[config.mk]
export PLATFORM = sky130hd
export DESIGN_NAME = fetch_sequencer
export DESIGN_NICKNAME = d
export VERILOG_FILES = /design/src/rtl/fetch_sequencer.sv
export SDC_FILE = /design/constraint.sdc
export NUM_CORES = 1
export LEC_CHECK = 0
export BUFFER_PORTS_ARGS = -buffer_cell sky130_fd_sc_hd__buf_2
export CORE_ASPECT_RATIO = 0.5
export CORE_MARGIN = 3
export CORE_UTILIZATION = 40
export CTS_BUF_LIST = sky130_fd_sc_hd__clkbuf_4
export DETAILED_ROUTE_END_ITERATION = 8
export PLACE_DENSITY = 0.67
export SETUP_SLACK_MARGIN = 0.3
export SLEW_MARGIN = 20
export SYNTH_ARGS = -nofsm -noshare
export SYNTH_HDL_FRONTEND = slang
export SYNTH_SLANG_ARGS = --single-unit
[constraint.sdc]
create_clock -name clk -period 3.5 [get_ports clk]
set_input_delay 0.35 -clock clk [delete_from_list [all_inputs] [get_ports clk]]
set_output_delay 0.35 -clock clk [all_outputs]
set_load 0.005 [all_outputs]
[src/rtl/fetch_sequencer.sv]
//==============================================================================
// Module   : fetch_sequencer
// Brief    : MIPS instruction-fetch front end. Owns the PC, runs a req/ack
//            fetch from instruction memory, holds the fetched word for
//            decode/execute and forms the next PC from pcsrc/jump.
// Revision : 1.0 - initial release
//==============================================================================
`default_nettype none

module fetch_sequencer #(
    // Must be word-aligned.
    parameter logic [31:0] RESET_PC = 32'h0000_0000
) (
    input  logic        clk,
    input  logic        reset,
    output logic        imem_req,
    output logic [31:0] imem_addr,
    input  logic        imem_ack,
    input  logic [31:0] imem_rdata,
    output logic [31:0] instr,
    output logic [5:0]  op,
    output logic [5:0]  funct,
    output logic        instr_valid,
    input  logic        exec_done,
    input  logic        pcsrc,
    input  logic        jump,
    output logic [31:0] pc,
    output logic [31:0] pcplus4,
    output logic [31:0] instr_count
);

    typedef enum logic [1:0] {
        S_IDLE  = 2'd0,
        S_REQ   = 2'd1,
        S_VALID = 2'd2
    } state_t;

    state_t      r_state;
    state_t      w_state_nxt;
    logic [31:0] r_pc;
    logic [31:0] r_instr;
    logic [31:0] r_count;
    logic [31:0] w_pcplus4;
    logic [31:0] w_br_off;
    logic [31:0] w_jmp_tgt;
    logic [31:0] w_pc_nxt;
    logic        w_load_instr;
    logic        w_retire;

    // Next-PC candidates; all arithmetic wraps modulo 2^32.
    always_comb begin
        w_pcplus4 = r_pc + 32'd4;
        w_br_off  = {{14{r_instr[15]}}, r_instr[15:0], 2'b00};
        w_jmp_tgt = {w_pcplus4[31:28], r_instr[25:0], 2'b00};
        if (jump) begin
            w_pc_nxt = w_jmp_tgt;           // jump has priority over branch
        end else if (pcsrc) begin
            w_pc_nxt = w_pcplus4 + w_br_off;
        end else begin
            w_pc_nxt = w_pcplus4;
        end
    end

    // Next-state logic and per-state strobes; ack only counts in REQ and
    // exec_done/pcsrc/jump only count in VALID.
    always_comb begin
        w_state_nxt  = r_state;
        w_load_instr = 1'b0;
        w_retire     = 1'b0;
        case (r_state)
            S_IDLE: begin
                w_state_nxt = S_REQ;
            end
            S_REQ: begin
                if (imem_ack) begin
                    w_load_instr = 1'b1;
                    w_state_nxt  = S_VALID;
                end
            end
            S_VALID: begin
                if (exec_done) begin
                    w_retire    = 1'b1;
                    w_state_nxt = S_REQ;
                end
            end
            default: begin
                w_state_nxt = S_IDLE;
            end
        endcase
    end

    // State, PC, held instruction and retire counter; reset wins over all.
    always_ff @(posedge clk) begin
        if (reset) begin
            r_state <= S_IDLE;
            r_pc    <= RESET_PC;
            r_instr <= 32'd0;
            r_count <= 32'd0;
        end else begin
            r_state <= w_state_nxt;
            if (w_load_instr) begin
                r_instr <= imem_rdata;
            end
            if (w_retire) begin
                r_pc    <= w_pc_nxt;
                r_count <= r_count + 32'd1;
            end
        end
    end

    // Outputs decoded from state and held registers.
    always_comb begin
        imem_req    = (r_state == S_REQ);
        instr_valid = (r_state == S_VALID);
        imem_addr   = r_pc;
        pc          = r_pc;
        pcplus4     = w_pcplus4;
        instr       = r_instr;
        op          = r_instr[31:26];
        funct       = r_instr[5:0];
        instr_count = r_count;
    end

endmodule

`default_nettype wire

==> results of run 1 <==
-- critical path: stages (launching register included) --
cell and delay (ns):
dfxtp_4 0.38, and4_4 0.21, nor4b_4 0.23, nand2_1 0.14, or3_4 0.42, nor2_8 0.16
xor2_4 0.19, ha_4 0.24, buf_4 0.15, a21o_1 0.15, a21o_1 0.18, a21oi_2 0.18
nand3_1 0.08, or2_2 0.27, a311oi_1 0.24
-- metrics by stage --
| step | util | cell area (sq um) | std cells | worst slack (ns) |
|---|---|---|---|---|
| finish | 0.550 | 9130 | 1382 | 0.195 |
| global route | 0.550 | 9130 | 1382 | 0.0538 |
| CTS | 0.529 | 8780 | 1368 | 0.222 |
| detailed placement | 0.504 | 8370 | 1338 | -0.0651 |
| global placement | 0.504 | 8370 | 1338 | -0.0300 |
| floorplan | - | 7020 | 904 | 0.176 |
-- path summary, 6_finish.rpt --
kind                       start            end  depth (start not counted)
setup / recovery   imem_addr[13]  imem_addr[30]                         14
setup reg to reg   imem_addr[13]  imem_addr[30]                         14
hold / removal    imem_rdata[29]      instr[29]                          3
hold reg to reg        instr[28]      instr[28]                          2
-- cells by family (layout without fill, tap and decap cells) --
group                      after synthesis  after routing
AOI/OAI and AO/OA                      227            227
adders and majority gates               38             38
xor gates and xnor gates                70             70
muxes                                    5              5
other                                    1              6
DFF                                     96             96
and+or+nand+nor                        360            360
buffers and inverters                  102            353
-- layout by cell type (no fill, tap or decap), types with 8 or more instances in the layout --
cell / netlist / final
nor3_1: 20 / 16
or3_1: 14 / 11
inv_1: 17 / 17
dfxtp_4: 0 / 8
xnor2_2: 1 / 8
clkbuf_4: 0 / 9
buf_2: 2 / 205
nand2_1: 143 / 139
and3_1: 16 / 14
xnor2_1: 41 / 32
ha_1: 37 / 27
nand4_1: 17 / 17
a21oi_2: 0 / 13
nand3_1: 28 / 26
a31oi_1: 8 / 8
o21ai_0: 44 / 34
xor2_1: 27 / 25
a21o_1: 11 / 11
a21oi_1: 96 / 83
dfxtp_1: 96 / 82
buf_4: 48 / 113
nor2_1: 79 / 72
-- cells in the mapped netlist, types with 11 or more instances --
| master | n | area (sq um) |
|---|---|---|
| or3_1 | 14 | 87.6 |
| nor3_1 | 20 | 100 |
| o21ai_0 | 44 | 220 |
| xnor2_1 | 41 | 359 |
| ha_1 | 37 | 463 |
| nand4_1 | 17 | 106 |
| xor2_1 | 27 | 236 |
| and3_1 | 16 | 100 |
| a21oi_1 | 96 | 480 |
| dfxtp_1 | 96 | 1920 |
| clkbuf_1 | 20 | 75.1 |
| inv_1 | 17 | 63.8 |
| nand3_1 | 28 | 140 |
| buf_4 | 48 | 360 |
| nand2_1 | 143 | 537 |
| a21o_1 | 11 | 82.6 |
| nor2_1 | 79 | 297 |
-- metal layers --
metal  vias to the layer above  routed length [um]
li1                       3648                   -
met1                      3595               11100
met2                       267               11600
met3                        48                1910
met4                         0                 403
met5                         -                   0
-- sequential cells by signal, summed over array words and instances (netlist names) --
name / count
imem_addr: 30
instr: 32
r_state: 2
instr_count: 32
-- layout make-up --
type / instances / area share
tap: 227 / 0.0311
multi-input combinational: 706 / 0.522
timing repair buffer: 320 / 0.210
clock buffer: 9 / 0.00740
clock inverter: 7 / 0.00781
sequential: 96 / 0.215
inverter: 17 / 0.00699
-- power groups by stage --
stage	Clock (mW)	Sequential (mW)	Combinational (mW)
after detailed placement	0	1.17	0.340
after CTS	0.658	1.14	0.349
after floorplan	0	1.17	0.212
after global placement	0	1.17	0.338
after global routing	0.698	1.15	0.398
final	0.642	1.15	0.364
-- what timing repair did --
action / CTS / global route
setup endpoints to repair: 17 / 18
endpoints found under the hold margin: 0 / 0
pin swaps: 13 / 22
resized for setup: 29 / 55
gates cloned: 0 / 0
buffers inserted: 14 / 14
==> results by group, run 1 <==
Status
  – Status: complete, no violations

Critical path
  – CP Class: flip-flop to flip-flop
  – Worst EP required: 3.92 ns
  – Crit-path max FO: 4
  – CP Capture Type: flip-flop
  – Critical Path AT: 3.72 ns
  – FF-to-FF setup slack: 0.20 ns
  – Startpoint types: flip-flop

Routing
  – Total Wirelength: 25000 um
  – Final antenna-violating net count: 0
  – Routed length per instance: 18.1 um
  – Via count: 7558
  – DR pass1 iterations: 5
  – DRC: 0
  – Starting DRT DRC Count: 474
  – Via/cell ratio: 5.47

Synthesis
  – XOR/XNOR Fraction of Synth Area: 0.0913
  – Post-synthesis mux area share: 0.00727
  – Largest family of logic cells by synthesized area: simple AND/OR/NAND/NOR gates
  – Mapped Area: 6880 sq um
  – YS warnings: 0
  – Async S/R FF share, synth: 0
  – Synth cell types: 73
  – Top FF cell, synth: dfxtp_1
  – Adder-cell share of the synthesized area: 0.0702
  – Number of synthesized flops with an enable pin: 0
  – FF+latch count, synth: 96
  – Post-synthesis compound-gate area fraction: 0.202
  – Post-synthesis sequential area ratio: 0.279
  – Synth Instances: 899
  – Syn avg cell area: 7.65 sq um
  – Simple-gate portion of the synthesized area: 0.251

Floorplanning
  – Die area: 18900 sq um
  – Initial Util: 0.415
  – Std-Cell Core Area: 16600 sq um
  – Row count: 33
  – I/O pins: 212
  – Die Wd: 191 um
  – DIE HEIGHT: 98.7 um

GRT
  – Tot GR Track Use: 0.254
  – Most Crowded Layer GR: met2
  – Gr ovfl total: 0
  – GR Util met1: 0.345
  – GR Util met2: 0.418
  – First-pass GRT wire length: 37900 um
  – Initial antenna violation count: 0
  – Largest net degree at the start of global routing: 69
  – Vias in the first global route: 6951
  – GR Util met3: 0.0576

Layout
  – Nets@finish: 1226
  – FILL cells: 1634
  – Share of cells above drive strength 1: 0.379
  – Layout area overhead: 32.7%
  – FF+latch area: 1960 sq um
  – Antenna diode count: 0
  – Area of the multi-input gates: 4770 sq um

Placement
  – Routability cong.: 0.951
  – Port buffer count: 205
  – DPL Wire Length: 18700 um

Power and ir drop
  – NetSw: 716 uW
  – Pwr/cell area: 236 nW/um^2
  – Switch share: 0.333
  – Gate power share: 0.169
  – P_leak: 4.36 nW
  – Internal power: 1.44 mW
  – Tot Pwr: 2.15 mW
  – Clk network pwr share: 0.298
  – Reg power frac: 0.533
  – Worst VDD drop: 0.151 mV

Clocking
  – H-tree depth: 3
  – CTS tree: built
  – Hold Buf Count CTS: 0
  – Clk root buf: clkbuf_4
  – Clock Latency Late Sink: 0.50 ns
  – # clock sinks: 96
  – CTS Buf Count: 9
  – Clk buf depth: 2
  – CTS clk-pin slew, worst paths: 0.20 ns

Worst hold path
  – Tightest Hold Check Type: input pin to flip-flop

STA
  – Setup tns final: 0 ns
  – Slew headroom: 0.505
  – Max Fclk: 303 MHz
  – Hold violation count in the final report: 0
  – Number of setup violations in the final report: 0
  – Min cycle time layout: 3.30 ns
  – Slew at the pin with the worst max-slew slack: 0.742 ns
  – RSZ-0062 raised after global routing: yes
  – Max Clock Skew: 0.0315 ns
  – Hold WS: 0.0471 ns
  – Final period util: 0.944
  – Pins Over Slew Limit: 0

Flow run
  – Max-Cap Viols: 0
Power figures use the tool's default switching activity.
==> inputs of run 2 (changes only) <==
Settings changed: BUFFER_PORTS_ARGS -buffer_cell sky130_fd_sc_hd__buf_2 to unset, DONT_BUFFER_PORTS set to 1, PLACE_DENSITY 0.67 to unset.
==> results by group, run 2 (synthesis results as in run 1) <==
STA
  – Max Clock Skew: 0.0283 ns (-0.00319 ns)
  – Number of setup violations in the final report: 0 (unchanged)
  – Min cycle time layout: 3.29 ns (-0.0171 ns)
  – Max Fclk: 304 MHz (+0.52%)
  – Slew headroom: 0.315 (-0.190)
  – Hold WS: 0.0509 ns (+0.00376 ns)
  – Setup tns final: 0 ns (unchanged)
  – RSZ-0062 raised after global routing: yes
  – Final period util: 0.939 (-0.00489)
  – Hold violation count in the final report: 0 (unchanged)
  – Pins Over Slew Limit: 0 (unchanged)
  – Slew at the pin with the worst max-slew slack: 1.02 ns (+0.281 ns)

GRT
  – GR Util met3: 0.0888 (+0.0313)
  – Vias in the first global route: 6694 (-3.7%)
  – Tot GR Track Use: 0.249 (-0.00474)
  – Gr ovfl total: 0 (unchanged)
  – Initial antenna violation count: 0 (unchanged)
  – GR Util met2: 0.411 (-0.00685)
  – First-pass GRT wire length: 37100 um (-2.1%)
  – Largest net degree at the start of global routing: 86 (+25%)
  – GR Util met1: 0.313 (-0.0319)
  – Most Crowded Layer GR: met2

Critical path
  – Slowest cell on crit path: or3_4
  – FF-to-FF setup slack: 0.21 ns (+0.02 ns)
  – FF-to-FF Start: imem_addr[3]
  – Worst EP required: 3.89 ns (-0.03 ns)
  – Worst-path cell chain: buf_6, nand2_4, nor4b_4, nand2_1, or3_4, nor2_8, xor2_4, ha_4, and3_4, nand2_2, or3_1, or3_1, o21ai_2, xnor2_1, o22ai_1
  – Crit-path max FO: 4 (unchanged)
  – Worst path most repeated cell: or3_1
  – Worst r2r path cells: 15 (+1)
  – CP Capture Type: flip-flop
  – Top delay family on crit path: simple AND/OR/NAND/NOR gates
  – Startpoint types: flip-flop
  – CP Class: flip-flop to flip-flop
  – Critical R2R Capture: imem_addr[31]
  – Bufs and invs on worst path: 1 (unchanged)
  – Crit path largest cell delay: 0.42 ns (about the same)
  – Critical Path AT: 3.68 ns (-0.04 ns)

Flow run
  – Max-Cap Viols: 0 (unchanged)

Placement
  – DPL Wire Length: 17200 um (-8.3%)
  – Port buffer count: 0 (-100%)
  – Routability cong.: 0.932 (-2.0%)
  – Placed insts: 1154 (-14%)

Layout
  – Layout area overhead: 27.1%
  – Most common cell after layout, fill and taps aside: nand2_1
  – Antenna diode count: 0 (unchanged)
  – Most frequent cells in the layout: nand2_1 (139), buf_4 (123), a21oi_1 (83), dfxtp_1 (83), nor2_1 (70)
  – Post-Layout Cell Count: 1229 (-11%)
  – Nets@finish: 1073 (-12%)
  – Fin util: 0.527 (-0.0229)
  – Share of cells above drive strength 1: 0.258 (-0.121)

Floorplanning
  – DIE HEIGHT: 98.7 um (unchanged)
  – Row count: 33 (unchanged)
  – Die area: 18900 sq um (unchanged)
  – Initial Util: 0.415 (unchanged)
  – Die Wd: 191 um (unchanged)
  – I/O pins: 212 (unchanged)
  – Std-Cell Core Area: 16600 sq um (unchanged)

Routing
  – Via/cell ratio: 5.65 (+3.4%)
  – Starting DRT DRC Count: 369 (-22%)
  – Final antenna-violating net count: 0 (unchanged)
  – DRC: 0 (unchanged)
  – Via count: 6948 (-8.1%)
  – DR pass1 iterations: 4 (-1)
  – Routed length per instance: 19.7 um (+9.3%)
  – Total Wirelength: 24300 um (-2.8%)

Status
  – Status: complete, no violations

Clocking
  – Clock Latency Late Sink: 0.49 ns (about the same)
  – CTS clk-pin slew, worst paths: 0.18 ns (-0.02 ns)
  – Clk root buf: clkbuf_4
  – CTS Buf Count: 9 (unchanged)
  – Clk buf depth: 2 (unchanged)
  – CTS tree: built
  – H-tree depth: 3 (unchanged)
  – # clock sinks: 96 (unchanged)

Worst hold path
  – Hold Crit Endpoint: imem_addr[16]
  – Worst Hold Depth: 2 (-1)
  – Hold Path Origin: jump
  – Tightest Hold Check Type: input pin to flip-flop

Power and ir drop
  – P_leak: 3.62 nW (-17%)
  – Pwr/cell area: 250 nW/um^2 (+6.0%)
  – Worst VDD drop: 0.168 mV (+12%)
==> run 2: worst max-delay path by stage <==
stage,from,endpoint,slack (ns),depth (start not counted)
final,imem_addr[3],imem_addr[31],0.21,15
after global routing,imem_addr[11],imem_addr[28],0.08,14
after CTS,imem_addr[2],imem_addr[27],0.21,15
after detailed placement,imem_addr[3],imem_addr[31],-0.007,14
after global placement,imem_addr[3],imem_addr[25],-0.01,17
after floorplan,imem_addr[12],imem_addr[31],0.18,16
==> run 2: report_power, final <==
group / switching [mW] / internal [mW] / total [mW]
logic: 0.192 / 0.148 / 0.339
registers: 0.0370 / 1.11 / 1.15
clock network: 0.459 / 0.236 / 0.696
total: 0.688 / 1.50 / 2.19
==> run 2: layout make-up <==
| cell class | instances | area [sq um] |
|---|---|---|
| clock inverters | 7 | 88.8 |
| well taps | 227 | 284 |
| inverters | 17 | 63.8 |
| clock buffers | 9 | 67.6 |
| fillers | 1595 | 7850 |
| multi-input cells | 706 | 4890 |
| repair buffers | 167 | 1400 |
| flip-flops and latches | 96 | 1960 |
==> run 2: worst register-to-register path: stages, from the launching register on <==
cell	delay [ns]
dfxtp_4	0.40
buf_6	0.10
nand2_4	0.06
nor4b_4	0.29
nand2_1	0.14
or3_4	0.43
nor2_8	0.13
xor2_4	0.09
ha_4	0.29
and3_4	0.19
nand2_2	0.07
or3_1	0.33
or3_1	0.34
o21ai_2	0.15
xnor2_1	0.13
o22ai_1	0.08
==> run 2: metal layers <==
| metal | wire length [um] | vias up |
|---|---|---|
| li1 | - | 3340 |
| met1 | 10300 | 3313 |
| met2 | 11300 | 257 |
| met3 | 2140 | 38 |
| met4 | 482 | 0 |
| met5 | 0 | - |
==> run 2: per-stage QoR <==
stage          setup slack (ns)  power [mW]  cell area, sq um
2_1_floorplan             0.176        1.38              7020
3_3_place_gp            -0.0133        1.42              7500
3_5_place_dp           -0.00733        1.43              7500
4_1_cts                   0.210        2.19              8360
5_1_grt                  0.0791        2.29              8750
6_report                  0.212        2.19              8750
==> run 2: what timing repair did <==
action | in CTS | in global routing
setup endpoints to repair | 14 | 18
resized for setup | 49 | 58
hold endpoints to repair | 84 | 1
pin swaps | 29 | 38
setup buffers | 11 | 11
hold buffers | 36 | 1
